$ cat config.mk
export PLATFORM = sky130hd
export DESIGN_NAME = instr_fetch_unit
export DESIGN_NICKNAME = d
export VERILOG_FILES = /design/src/rtl/instr_fetch_unit.sv
export SDC_FILE = /design/constraint.sdc
export NUM_CORES = 1
export LEC_CHECK = 0
export ABC_AREA = 0
export CAP_MARGIN = 20
export CELL_PAD_IN_SITES_DETAIL_PLACEMENT = 0
export CELL_PAD_IN_SITES_GLOBAL_PLACEMENT = 1
export CORE_ASPECT_RATIO = 0.75
export CORE_MARGIN = 8
export CORE_UTILIZATION = 36
export DETAILED_ROUTE_END_ITERATION = 7
export PLACE_DENSITY = 0.85
export SETUP_SLACK_MARGIN = 0.05
export SLEW_MARGIN = 25
export SYNTH_ARGS = -nofsm -noshare
export SYNTH_HDL_FRONTEND = slang
export SYNTH_SLANG_ARGS = --single-unit
$ cat constraint.sdc
create_clock -name clk -period 9.9 [get_ports clk]
set_input_delay 1.98 -clock clk [delete_from_list [all_inputs] [get_ports clk]]
set_output_delay 1.98 -clock clk [all_outputs]
set_load 0.005 [all_outputs]
$ cat src/rtl/instr_fetch_unit.sv
// instr_fetch_unit
//   Keeps the PC, fetches 32-bit words from instruction memory with at most
//   one request outstanding, and buffers them in an in-order queue whose head
//   is presented to decode.
//   The unit accepts PC redirects, which flush wrong-path words. Decode
//   back-pressure (stall) holds the head word. Fetch is throttled by the
//   free space (credit) left in the queue.
// Ports
//   clk, reset            clock; synchronous active-high reset
//   imem_req, imem_addr   one-cycle fetch request and its word-aligned address
//   imem_valid, imem_rdata
//                         memory response strobe and instruction word
//   redirect_valid, redirect_pc
//                         one-cycle redirect strobe and new PC (bits [1:0] dropped)
//   stall                 decode not ready; the head word is held
//   inst_valid            queue non-empty
//   instruction, opCode, functCode, pc_out, pc_plus4
//                         head word, its fields, its address and address + 4
module instr_fetch_unit #(
    parameter logic [31:0] RESET_PC    = 32'h0000_0000,
    parameter int unsigned QUEUE_DEPTH = 2
) (
    input  logic        clk,
    input  logic        reset,
    output logic        imem_req,
    output logic [31:0] imem_addr,
    input  logic        imem_valid,
    input  logic [31:0] imem_rdata,
    input  logic        redirect_valid,
    input  logic [31:0] redirect_pc,
    input  logic        stall,
    output logic        inst_valid,
    output logic [31:0] instruction,
    output logic [5:0]  opCode,
    output logic [5:0]  functCode,
    output logic [31:0] pc_out,
    output logic [31:0] pc_plus4
);

    localparam int unsigned PW = $clog2(QUEUE_DEPTH);
    localparam int unsigned CW = $clog2(QUEUE_DEPTH + 1);

    typedef enum logic [1:0] {S_IDLE, S_WAIT, S_FLUSH} state_t;

    state_t        state, state_nxt;
    logic [31:0]   fetch_pc;
    logic [31:0]   inflight_pc;
    logic [PW-1:0] head, tail;
    logic [CW-1:0] count;
    logic [31:0]   q_data [QUEUE_DEPTH];
    logic [31:0]   q_pc   [QUEUE_DEPTH];
    logic [31:0]   last_data, last_pc;
    logic [31:0]   redir_pc;
    logic          issue, push, pop;

    // Masking keeps every redirect_pc bit in use while forcing word alignment.
    assign redir_pc = redirect_pc & 32'hFFFF_FFFC;

    assign inst_valid = (count != '0);
    assign pop        = inst_valid && !stall;
    assign push       = (state == S_WAIT) && imem_valid && !redirect_valid;

    // State register
    always_ff @(posedge clk) begin
        if (reset) state <= S_IDLE;
        else       state <= state_nxt;
    end

    // Next-state logic
    always_comb begin
        state_nxt = state;
        unique case (state)
            S_IDLE:  if (issue) state_nxt = S_WAIT;
            S_WAIT: begin
                if (imem_valid)          state_nxt = S_IDLE;
                else if (redirect_valid) state_nxt = S_FLUSH;
            end
            S_FLUSH: if (imem_valid) state_nxt = S_IDLE;
            default: state_nxt = S_IDLE;
        endcase
    end

    // Output logic: a request lives for the single IDLE cycle before WAIT.
    always_comb begin
        issue     = (state == S_IDLE) && !redirect_valid && (count < CW'(QUEUE_DEPTH));
        imem_req  = issue && !reset;
        imem_addr = fetch_pc;
    end

    // PC, queue pointers and occupancy
    always_ff @(posedge clk) begin
        if (reset) begin
            fetch_pc    <= RESET_PC;
            inflight_pc <= RESET_PC;
            head        <= '0;
            tail        <= '0;
            count       <= '0;
            last_data   <= '0;
            last_pc     <= '0;
        end else begin
            if (inst_valid) begin
                last_data <= q_data[head];
                last_pc   <= q_pc[head];
            end
            if (redirect_valid) begin
                fetch_pc <= redir_pc;
                head     <= '0;
                tail     <= '0;
                count    <= '0;
            end else begin
                if (issue) begin
                    fetch_pc    <= fetch_pc + 32'd4;
                    inflight_pc <= fetch_pc;
                end
                if (push) tail <= (tail == PW'(QUEUE_DEPTH - 1)) ? '0 : tail + 1'b1;
                if (pop)  head <= (head == PW'(QUEUE_DEPTH - 1)) ? '0 : head + 1'b1;
                if (push && !pop)      count <= count + 1'b1;
                else if (pop && !push) count <= count - 1'b1;
            end
        end
    end

    // Queue storage; contents are only observed while counted as valid.
    always_ff @(posedge clk) begin
        if (!reset && push) begin
            q_data[tail] <= imem_rdata;
            q_pc[tail]   <= inflight_pc;
        end
    end

    // When empty, the outputs hold the last head that was presented.
    assign instruction = inst_valid ? q_data[head] : last_data;
    assign pc_out      = inst_valid ? q_pc[head]   : last_pc;
    assign pc_plus4    = pc_out + 32'd4;
    assign opCode      = instruction[31:26];
    assign functCode   = instruction[5:0];

endmodule

After elaboration in Yosys (flattened, before gate mapping)
Memories as Yosys holds them, arrays and structs flattened. A register that Yosys moved wholly into a read port is not among the register bits. Index checks and enable logic that the tools add are counted.

Register bits after elaboration: 134. Bits in writable memories: 128. Input port bits: 69. Output and inout port bits: 142. Logic and storage cells: 64. Memories kept: 2.

Memories: q_data (depth 2, bits a word 32, rd ports 1, clocked after Yosys merged registers in 1, write ports 1, RTL line 50) `logic [31:0] q_data [QUEUE_DEPTH];`; q_pc (depth 2, bits a word 32, rd ports 1, clocked after Yosys merged registers in 1, write ports 1, RTL line 51) `logic [31:0] q_pc [QUEUE_DEPTH];`.

$add $sub $neg: 6. Order comparisons: 1. Equality and inequality tests: 5. Multiplexer cells: 19. Bitwise gates (word level): 1. Reductions and logical operators: 21.

Operators by type and width (count): two-way mux 32 bit (4); adder 32 x 3 -> 32 bit (second input constant) (2); two-way mux 2 bit (6); logical AND 1 bit (9); two-way mux 1 bit (8); one-hot mux 2 bit (3 select lines) (1); nonzero test 2 bit (3); logical NOT 1 bit (5); != test 2 bit (second input constant) (2); != test 3 bit (second input constant) (1); AND reduction 3 bit (1); adder 1 bit (second input constant) (2); adder 2 x 1 -> 2 bit (second input constant) (1); == test 2 x 1 -> 1 bit (second input constant) (1); == test 2 bit (second input constant) (1); logical NOT 2 bit (1); < comparator 2 bit (second input constant) (1); AND reduction 2 bit (1); OR reduction 2 bit (1); subtractor 2 x 1 -> 2 bit (second input constant) (1); NOT 1 bit (1).

Logic depth before layout (Yosys ltp)
Word-level depth: 7. Mapped depth: 13. Depth with buffers taken out: 11.

Worst setup path after synthesis
OpenSTA, ideal clock, no wires.

Kind: input to register. Start: input port reset. End: memory q_data[1][0] (enable). Library setup time: 657 ps. Arrival: 9005 ps. Required time: 9243 ps. Path slack: 238 ps. Stages: 4. Cells stage by stage: clkbuf_1 or2_2 clkbuf_1 nor4b_1.

Cells in the longest elaborated chain, start to end: 4.

RTL lines: start: declaration (RTL line 24) `input logic reset,`; logical NOT 1 bit (RTL line 125) `if (!reset && push) begin`; logical AND 1 bit (RTL line 125); two-way mux 1 bit (RTL line 125); two-way mux 1 bit (not written as such) (RTL line 126) `q_data[tail] <= imem_rdata;`; end: declaration (RTL line 50).

Every way passes these cells.

Worst setup path in the final report
Start: input port redirect_valid. End: output port imem_req.

Cells in the longest elaborated chain, start to end: 4.

RTL lines: start: declaration (RTL line 29) `input logic redirect_valid,`; logical NOT 1 bit (RTL line 85) `issue = (state == S_IDLE) && !redirect_valid && (count < CW'(QUEUE_DEPTH));`; logical AND 1 bit (2 in series) (RTL line 85); logical AND 1 bit (RTL line 86) `imem_req = issue && !reset;`; end: declaration (RTL line 25) `output logic imem_req,`.

Every way passes these cells.

==> results.md <==
* Fin. Hold Viols at 0
* Worst VDD drop at 0.129 mV
* Die area at 35,100 um2
* Hold crit path type: reg -> reg
* Detailed Routing Iterations Pass 1 at 5
* Ys async rst share at 0%
* Via-to-Cell Ratio at 4.79
* Post-synth EDFFs at 124
* Slew Limit Fails at 0
* Worst skew pair latency at 530 ps
* Post-Route WL at 27.0 mm
* Fmax at 143 MHz
* Crit. End Element: output pin
* Cts hold-fix bufs at 0
* Port Buffers at 206
* Period utilization at 70.8%
* Crit path DAT at 5030 ps
* GPL Wtd Cong at 0.761
* Synthesized flop and latch total at 255
* Cts repair resizes at 0
* Clk slew on worst S/H paths at 70 ps
* Drc violations at 0
* Most common cell after layout, fill and taps aside: clkdlybuf4s50_1
* Fill cells at 2,644
* Worst hold slack at 450 ps
* Placed wire-length estimate at 18.7 mm
* Fin nets at 1,205
* Tmin final at 7010 ps
* Number of post-CTS setup repair buffers at 0
* Clk buf depth at 3
* Leak Pwr at 4.77 nW
* Initial antenna violation count at 1
* Outcome: completed
* Synthesis warning total at 0
* Seq/Total Area, Yosys at 60.1%
* Routed vias at 7,390
* Clock skew at 9.55 ps
* CTS Buf Count at 25
* Global-route wire length before repair at 41.6 mm
* Synth top area share at 35.3%
* Worst Max-Slew Pin Slew at 1000 ps
* Ports at 211
* H-Tree Depth at 1
* Routed WL per cell at 17.5 um
* Area leader, netlist: edfxtp_1
* MaxCap Viol Count at 0
* WS Path Type: in -> out
* Final setup fails at 0
* Vias in the first global route at 7,217
* Setup TNS at 0 ps
* Crit path max fanout at 34
* Synth Cell Area at 10,600 um2
* Die height at 164 um
* Largest net degree at the start of global routing at 91
* Post-synth cell types at 56
* Share of layout cells above drive strength 1 at 8.16%
* Root Driver: clkbuf_16
* Pwr dens at 167 nW/um2
* Top_reg_cell synth: dfxtp_1
* Syn Inst Count at 955
* Starting Density at 36.4%
* Core Box Area at 29,000 um2
* Dominant cells by area after synthesis: edfxtp_1 35%, dfxtp_1 25%, mux2i_1 6.7%
* Unrepaired setup endpoints after global routing: no
* # rows at 54
* WP data required at 7920 ps
* Worst rel slew slack at 33.0%
* Most frequent cells in the layout: 205 x clkdlybuf4s50_1, 137 x nand2_1, 130 x dfxtp_1
* Critical Path Source Type: primary input
* Clock sink count at 255
* N_diodes at 0
* Chip width at 214 um
* Syn Area/Cell at 11.1 um2
* GRT Util Overall at 14.8%
* Final ANT Viol Nets at 0
* CTS tree: built
* Final Util at 47.2%
* Total gr overflow at 0
* Total placed cells including tap cells at 1,498
* Final Non-Filler Cells at 1,544
* DR iter-0 viols at 475
* Synth-to-Final Area Change at 29.5%
## path summary, 6_finish.rpt
path,start,slack (ps),end,depth (start not counted)
max,redirect_valid,2890,imem_req,6
min,inflight_pc[9],450,q_pc[0][9],0
max reg2reg,count[1],7220,imem_addr[31],7
min reg2reg,inflight_pc[9],450,q_pc[0][9],0
## where the power goes
group | total (mW) | switching [mW] | leakage (nW) | internal (mW)
logic | 0.200 | 0.0930 | 2.19 | 0.107
clock network | 0.936 | 0.422 | 0.399 | 0.514
registers | 1.15 | 0.0214 | 2.17 | 1.13
total | 2.28 | 0.536 | 4.77 | 1.75
## worst max-delay path, cell delays in order
cell,delay (ps)
clkdlybuf4s50_1,460
buf_4,350
clkinv_1,830
nand2_2,840
nor2_1,70
clkdlybuf4s50_1,470
## layout make-up
class / instances / area [um2] / share of cell area, %
flip-flops and latches: 255 / 6350 / 46.4
repair buffers: 217 / 2140 / 15.7
multi-input cells: 599 / 3740 / 27.4
well taps: 392 / 490 / 3.59
inverters: 35 / 136 / 0.998
clock inverters: 18 / 153 / 1.12
clock buffers: 28 / 657 / 4.80
## routing by layer
metal | wire length (um) | vias to the layer above | track usage (%)
met5 | 13 | - | 0
met4 | 604 | 2 | 3.51
met3 | 1840 | 41 | 3.74
met2 | 11900 | 192 | 23.3
met1 | 12600 | 3506 | 20.3
li1 | - | 3649 | -
## Yosys cell counts (all sizes together) (20+ instances only)
master and n:
mux2 20, a21oi 49, nor2 71, dfxtp 131
nor2b 40, edfxtp 124, o21ai 39, buf 30
nand2 138, nor3 29, clkbuf 37, inv 34
xnor2 32, mux2i 71, xor2 21
## through the flow
step           setup slack (ps)  area (um2)  total power, mW
3_5_place_dp               2570       12900             1.37
4_1_cts                    2570       13700             2.31
2_1_floorplan               238       10600             1.26
3_3_place_gp               2580       12900             1.37
6_report                   2890       13700             2.28
5_1_grt                    2650       13700             2.37
## state kept, by name, indices dropped and copies added (netlist names), named ones only
signal       flops
state            2
inflight_pc     30
q_data          64
imem_addr       30
tail             1
count            2
head             1
q_pc            60
last_pc         32
last_data       32
## cell families after synthesis
group,synth area share (%)
flip-flops,60.1
other,0.0355
adder cells (fa/ha/maj),0.356
AND/OR/NAND/NOR,15.9
buffers and inverters,4.64
XOR/XNOR,4.40
AO/OA/AOI/OAI,5.63
multiplexers,8.90
Power figures use the tool's default switching activity.
==> edit 1: new RTL, same flow settings <==
Change the parameter `QUEUE_DEPTH` from 2 to 8.
--- a/src/rtl/instr_fetch_unit.sv
+++ b/src/rtl/instr_fetch_unit.sv
@@ -18,7 +18,7 @@
 //                         head word, its fields, its address and address + 4
 module instr_fetch_unit #(
     parameter logic [31:0] RESET_PC    = 32'h0000_0000,
-    parameter int unsigned QUEUE_DEPTH = 2
+    parameter int unsigned QUEUE_DEPTH = 8
 ) (
     input  logic        clk,
     input  logic        reset,
Function: changed (a bounded check fails within 10 cycles, from zero or initial values and one cycle with reset high).
==> edit 1 against the original RTL <==
Total power up 150%. Critical path type is now flop to output pin. Worst setup slack worse by 0.22 ns. Routed wire length up 130%. Synthesized area up 140%. Design area up 120%. Critical endpoint is now pc_plus4[31]. Sequential share of layout area up 12 points. Register-to-register slack worse by 1.0 ns. Maximum frequency down 3.0%. Sequential cell count up 380. Clock power up 130%.
==> edit 1: results (changes against the original RTL) <==
{
  "status": {"value": "finished clean", "change": "unchanged"},
  "static_leakage_power": {"value": 9.64, "unit": "nW", "change": "was 4.77 nW"},
  "wirelength": {"value": 60.9, "unit": "mm", "change": "was 27.0 mm"},
  "post_drt_wl_per_cell": {"value": 21.9, "unit": "um", "change": "was 17.5 um"},
  "gpl.final_weighted_congestion": {"value": 0.813, "change": "was 0.761"},
  "synth_unique_cells": {"value": 53, "change": "was 56"},
  "r2r_slack": {"value": 6.22, "unit": "ns", "change": "was 7.22 ns"},
  "place.detailed.hpwl": {"value": 37.6, "unit": "mm", "change": "was 18.7 mm"},
  "vdd_drop_max": {"value": 145, "unit": "uV", "change": "was 129 uV"},
  "cts_made_buffers": {"value": 56, "change": "was 25"},
  "number_of_instances_in_the_placed_design": {"value": 2677, "change": "was 1498"},
  "initial_drc_count": {"value": 1102, "change": "was 475"},
  "worst-slew-pin-transition": {"value": 1.02, "unit": "ns", "change": "was 1.00 ns"},
  "cp_data_arrival_time": {"value": 5.24, "unit": "ns", "change": "was 5.03 ns"},
  "ys_top_cells_by_area": {"value": "sky130_fd_sc_hd__edfxtp_1 59%, sky130_fd_sc_hd__dfxtp_1 11%, sky130_fd_sc_hd__mux4_2 7.5%", "change": "was sky130_fd_sc_hd__edfxtp_1 35%, sky130_fd_sc_hd__dfxtp_1 25%, sky130_fd_sc_hd__mux2i_1 6.7%"},
  "grt.met1_usage": {"value": 20.0, "unit": "%", "change": "was 20.3%"},
  "initial_antenna_violation_count": {"value": 4, "change": "was 1"},
  "synth_edf_count": {"value": 496, "change": "was 124"},
  "groute.layer.met2.usage": {"value": 24.8, "unit": "%", "change": "was 23.3%"},
  "wirelength_met1": {"value": 26.1, "unit": "mm", "change": "was 12.6 mm"},
  "dr_total_vias": {"value": 14100, "change": "was 7390"},
  "delay_contributed_by_the_slowest_stage_of_the_critical_path": {"value": 0.71, "unit": "ns", "change": "was 0.84 ns"},
  "grt.met3_usage": {"value": 4.06, "unit": "%", "change": "was 3.74%"},
  "via_count_of_the_first_global_routing_pass": {"value": 14700, "change": "was 7217"},
  "postSynthCellCount": {"value": 1586, "change": "was 955"},
  "met3_length": {"value": 4.92, "unit": "mm", "change": "was 1.84 mm"},
  "cp_max_fanout": {"value": 59, "change": "was 34"},
  "finClkSkew": {"value": 0.0175, "unit": "ns", "change": "was 0.00955 ns"}
}
edit 1: cell types whose count changed in the layout (fill, tap and decap cells not counted), moves of 11 or more:
cell and change:
sky130_fd_sc_hd__mux4_2 +84, sky130_fd_sc_hd__clkbuf_1 +14, sky130_fd_sc_hd__inv_1 -14, sky130_fd_sc_hd__a21oi_1 +14, sky130_fd_sc_hd__edfxtp_1 +372, sky130_fd_sc_hd__nor2_1 +11, sky130_fd_sc_hd__clkbuf_16 +33, sky130_fd_sc_hd__buf_4 +21
sky130_fd_sc_hd__nor3_1 -22, sky130_fd_sc_hd__mux2_2 -13, sky130_fd_sc_hd__nor2b_1 +12, sky130_fd_sc_hd__nand3_1 +11, sky130_fd_sc_hd__a22o_1 +32, sky130_fd_sc_hd__mux2i_1 +49
edit 1: through the flow:
step,setup WS (ns),hold slack [ns]
finish,2.68,0.497
global route,2.46,0.529
CTS,2.48,0.492
detailed placement,3.11,0.481
global placement,3.16,0.467
floorplan,2.28,0.454
edit 1: worst paths after layout:
kind                                            start                endpoint  cells after the start
worst min-delay path             head[1]$_SDFFE_PP0P_                    flop                      2
worst min register to register   head[1]$_SDFFE_PP0P_                    flop                      2
worst max register to register                   flop  last_pc[31]$_SDFF_PP0_                      7
worst max-delay path            count[0]$_SDFFE_PP0P_            pc_plus4[31]                     10
edit 1: kinds of logic after synthesis:
| group | share of synthesized area, % |
|---|---|
| AO/OA/AOI/OAI | 4.87 |
| XOR/XNOR | 1.98 |
| adder cells (fa/ha/maj) | 0.527 |
| buffers and inverters | 2.41 |
| flip-flops | 70.2 |
| multiplexers | 12.6 |
| other | 0.0149 |
| AND/OR/NAND/NOR | 7.42 |
edit 1: area by class of cell:
cell class	instances	area [um^2]
multi-input combinational	835	6970
clock buffer	78	1580
timing repair buffer	243	2400
clock inverter	28	262
fill	6093	39500
tap	946	1180
sequential	635	17700
inverter	20	75.1
antenna	4	10.0
edit 1: worst register-to-register path, stage by stage (launching register included):
cell and delay [ns]:
sky130_fd_sc_hd__dfxtp_4 0.58, sky130_fd_sc_hd__buf_4 0.79, sky130_fd_sc_hd__buf_6 0.75, sky130_fd_sc_hd__mux4_2 0.63, sky130_fd_sc_hd__mux2i_1 0.15, sky130_fd_sc_hd__nor2_1 0.05, sky130_fd_sc_hd__a21oi_1 0.50, sky130_fd_sc_hd__nor2_1 0.08
edit 1: power by group through the flow:
stage / combinational, mW / sequential, mW / clock, mW
2_1_floorplan: 0.260 / 2.99 / 0
3_3_place_gp: 0.561 / 3.00 / 0
3_5_place_dp: 0.567 / 3.00 / 0
4_1_cts: 0.571 / 2.94 / 2.21
5_1_grt: 0.610 / 2.95 / 2.31
6_report: 0.562 / 2.94 / 2.16
==> edit 2: new RTL, same settings <==
Made on the original files. The 3 states of `state_t` get a one-hot encoding in 3 bits.
--- a/src/rtl/instr_fetch_unit.sv
+++ b/src/rtl/instr_fetch_unit.sv
@@ -40,7 +40,7 @@
     localparam int unsigned PW = $clog2(QUEUE_DEPTH);
     localparam int unsigned CW = $clog2(QUEUE_DEPTH + 1);
 
-    typedef enum logic [1:0] {S_IDLE, S_WAIT, S_FLUSH} state_t;
+    typedef enum logic [2:0] {S_IDLE = 3'b001, S_WAIT = 3'b010, S_FLUSH = 3'b100} state_t;
 
     state_t        state, state_nxt;
     logic [31:0]   fetch_pc;
Check against the original RTL: same outputs for any inputs over 4 cycles, from zero or initial values and one cycle with reset high; so few cycles prove little.
==> edit 2 against the original RTL <==
Sequential cell count grew 1. Worst setup slack improved by 0.55 ns. Total power increased by 1.1%. Routed wire length grew 3.4%. Design area grew 1.4%. Utilization is 0.32 points higher. Clock power increased by 10%. Synthesized area grew 1.4%. Non-clock buffer count is 1 lower. Register-to-register slack got worse by 0.30 ns. Critical path type is now flop to output pin. Largest cell class unchanged. Largest power group unchanged.
==> edit 2: results (changes against the original RTL) <==
{
  "dr_total_vias": {"value": 7640, "change": "was 7390"},
  "postSynthCellCount": {"value": 978, "change": "was 955"},
  "gpl.final_weighted_congestion": {"value": 0.788, "change": "was 0.761"},
  "status": {"value": "finished clean", "change": "unchanged"},
  "startpoint_type": {"value": "flop", "change": "was primary input"},
  "synth_unique_cells": {"value": 61, "change": "was 56"},
  "wl_met2": {"value": 13.1, "unit": "mm", "change": "was 11.9 mm"},
  "dp_worst_setup_slack": {"value": 3.91, "unit": "ns", "change": "was 2.57 ns"},
  "crit_path_top_delay_cell": {"value": "sky130_fd_sc_hd__buf_4", "change": "was sky130_fd_sc_hd__nand2_2"},
  "timing.max_slew.rel_slack": {"value": 33.6, "unit": "%", "change": "was 33.0%"},
  "cts_made_buffers": {"value": 26, "change": "was 25"},
  "power.share.clock": {"value": 44.6, "unit": "%", "change": "was 41.0%"},
  "nonClkBufAreaFrac": {"value": 15.4, "unit": "%", "change": "was 15.7%"},
  "area_of_the_multi_input_gates": {"value": 0.00384, "unit": "mm^2", "change": "was 0.00374 mm^2"},
  "power.share.sequential": {"value": 49.5, "unit": "%", "change": "was 50.3%"},
  "grt_pass1_wl": {"value": 43.8, "unit": "mm", "change": "was 41.6 mm"},
  "grt_usage": {"value": 15.2, "unit": "%", "change": "was 14.8%"},
  "hp-start": {"value": "inflight_pc[4]$_SDFFE_PP0P_", "change": "was inflight_pc[9]$_SDFFE_PP0P_"},
  "pin_count_of_the_biggest_net_entering_global_routing": {"value": 96, "change": "was 91"},
  "synth.yosys.seq_area_share": {"value": 59.5, "unit": "%", "change": "was 60.1%"},
  "commonest_cells_post_synth": {"value": "136 x sky130_fd_sc_hd__nand2_1, 132 x sky130_fd_sc_hd__dfxtp_1, 124 x sky130_fd_sc_hd__edfxtp_1", "change": "was 138 x sky130_fd_sc_hd__nand2_1, 131 x sky130_fd_sc_hd__dfxtp_1, 124 x sky130_fd_sc_hd__edfxtp_1"},
  "drive_gt1_share": {"value": 8.02, "unit": "%", "change": "was 8.16%"},
  "grt.met3_usage": {"value": 3.49, "unit": "%", "change": "was 3.74%"},
  "cp_data_arrival_time": {"value": 4.48, "unit": "ns", "change": "was 5.03 ns"},
  "nFillCells": {"value": 2685, "change": "was 2644"},
  "cp_max_fanout": {"value": 77, "change": "was 34"}
}
edit 2: logic make-up (layout without fill, tap and decap cells):
logic type	after synthesis	count (layout)	share of synthesized area (%)
and+or+nand+nor	347	347	16.3
DFF	256	256	59.5
AOI/OAI and AO/OA	147	147	7.85
buffers and inverters	103	296	4.80
muxes	82	82	7.97
xor gates and xnor gates	39	39	3.19
adders and majority gates	3	3	0.351
other	1	2	0.0351
edit 2: critical path: cells and delay by family (launching register included):
kind                      cells  cell delay [ns]
xor gates and xnor gates      1             0.15
buffers and inverters         3             1.39
DFF                           1             0.50
muxes                         1             0.27
and+or+nand+nor               4             1.59
edit 2: final timing paths:
kind / to / slack [ns] / depth (start not counted)
setup / recovery: pc_plus4[31] / 3.44 / 9
hold / removal: q_pc[1][4]$_DFFE_PP_ / 0.45 / 0
setup reg to reg: imem_addr[4]$_SDFFE_PP0P_ / 6.92 / 7
hold reg to reg: q_pc[1][4]$_DFFE_PP_ / 0.45 / 0
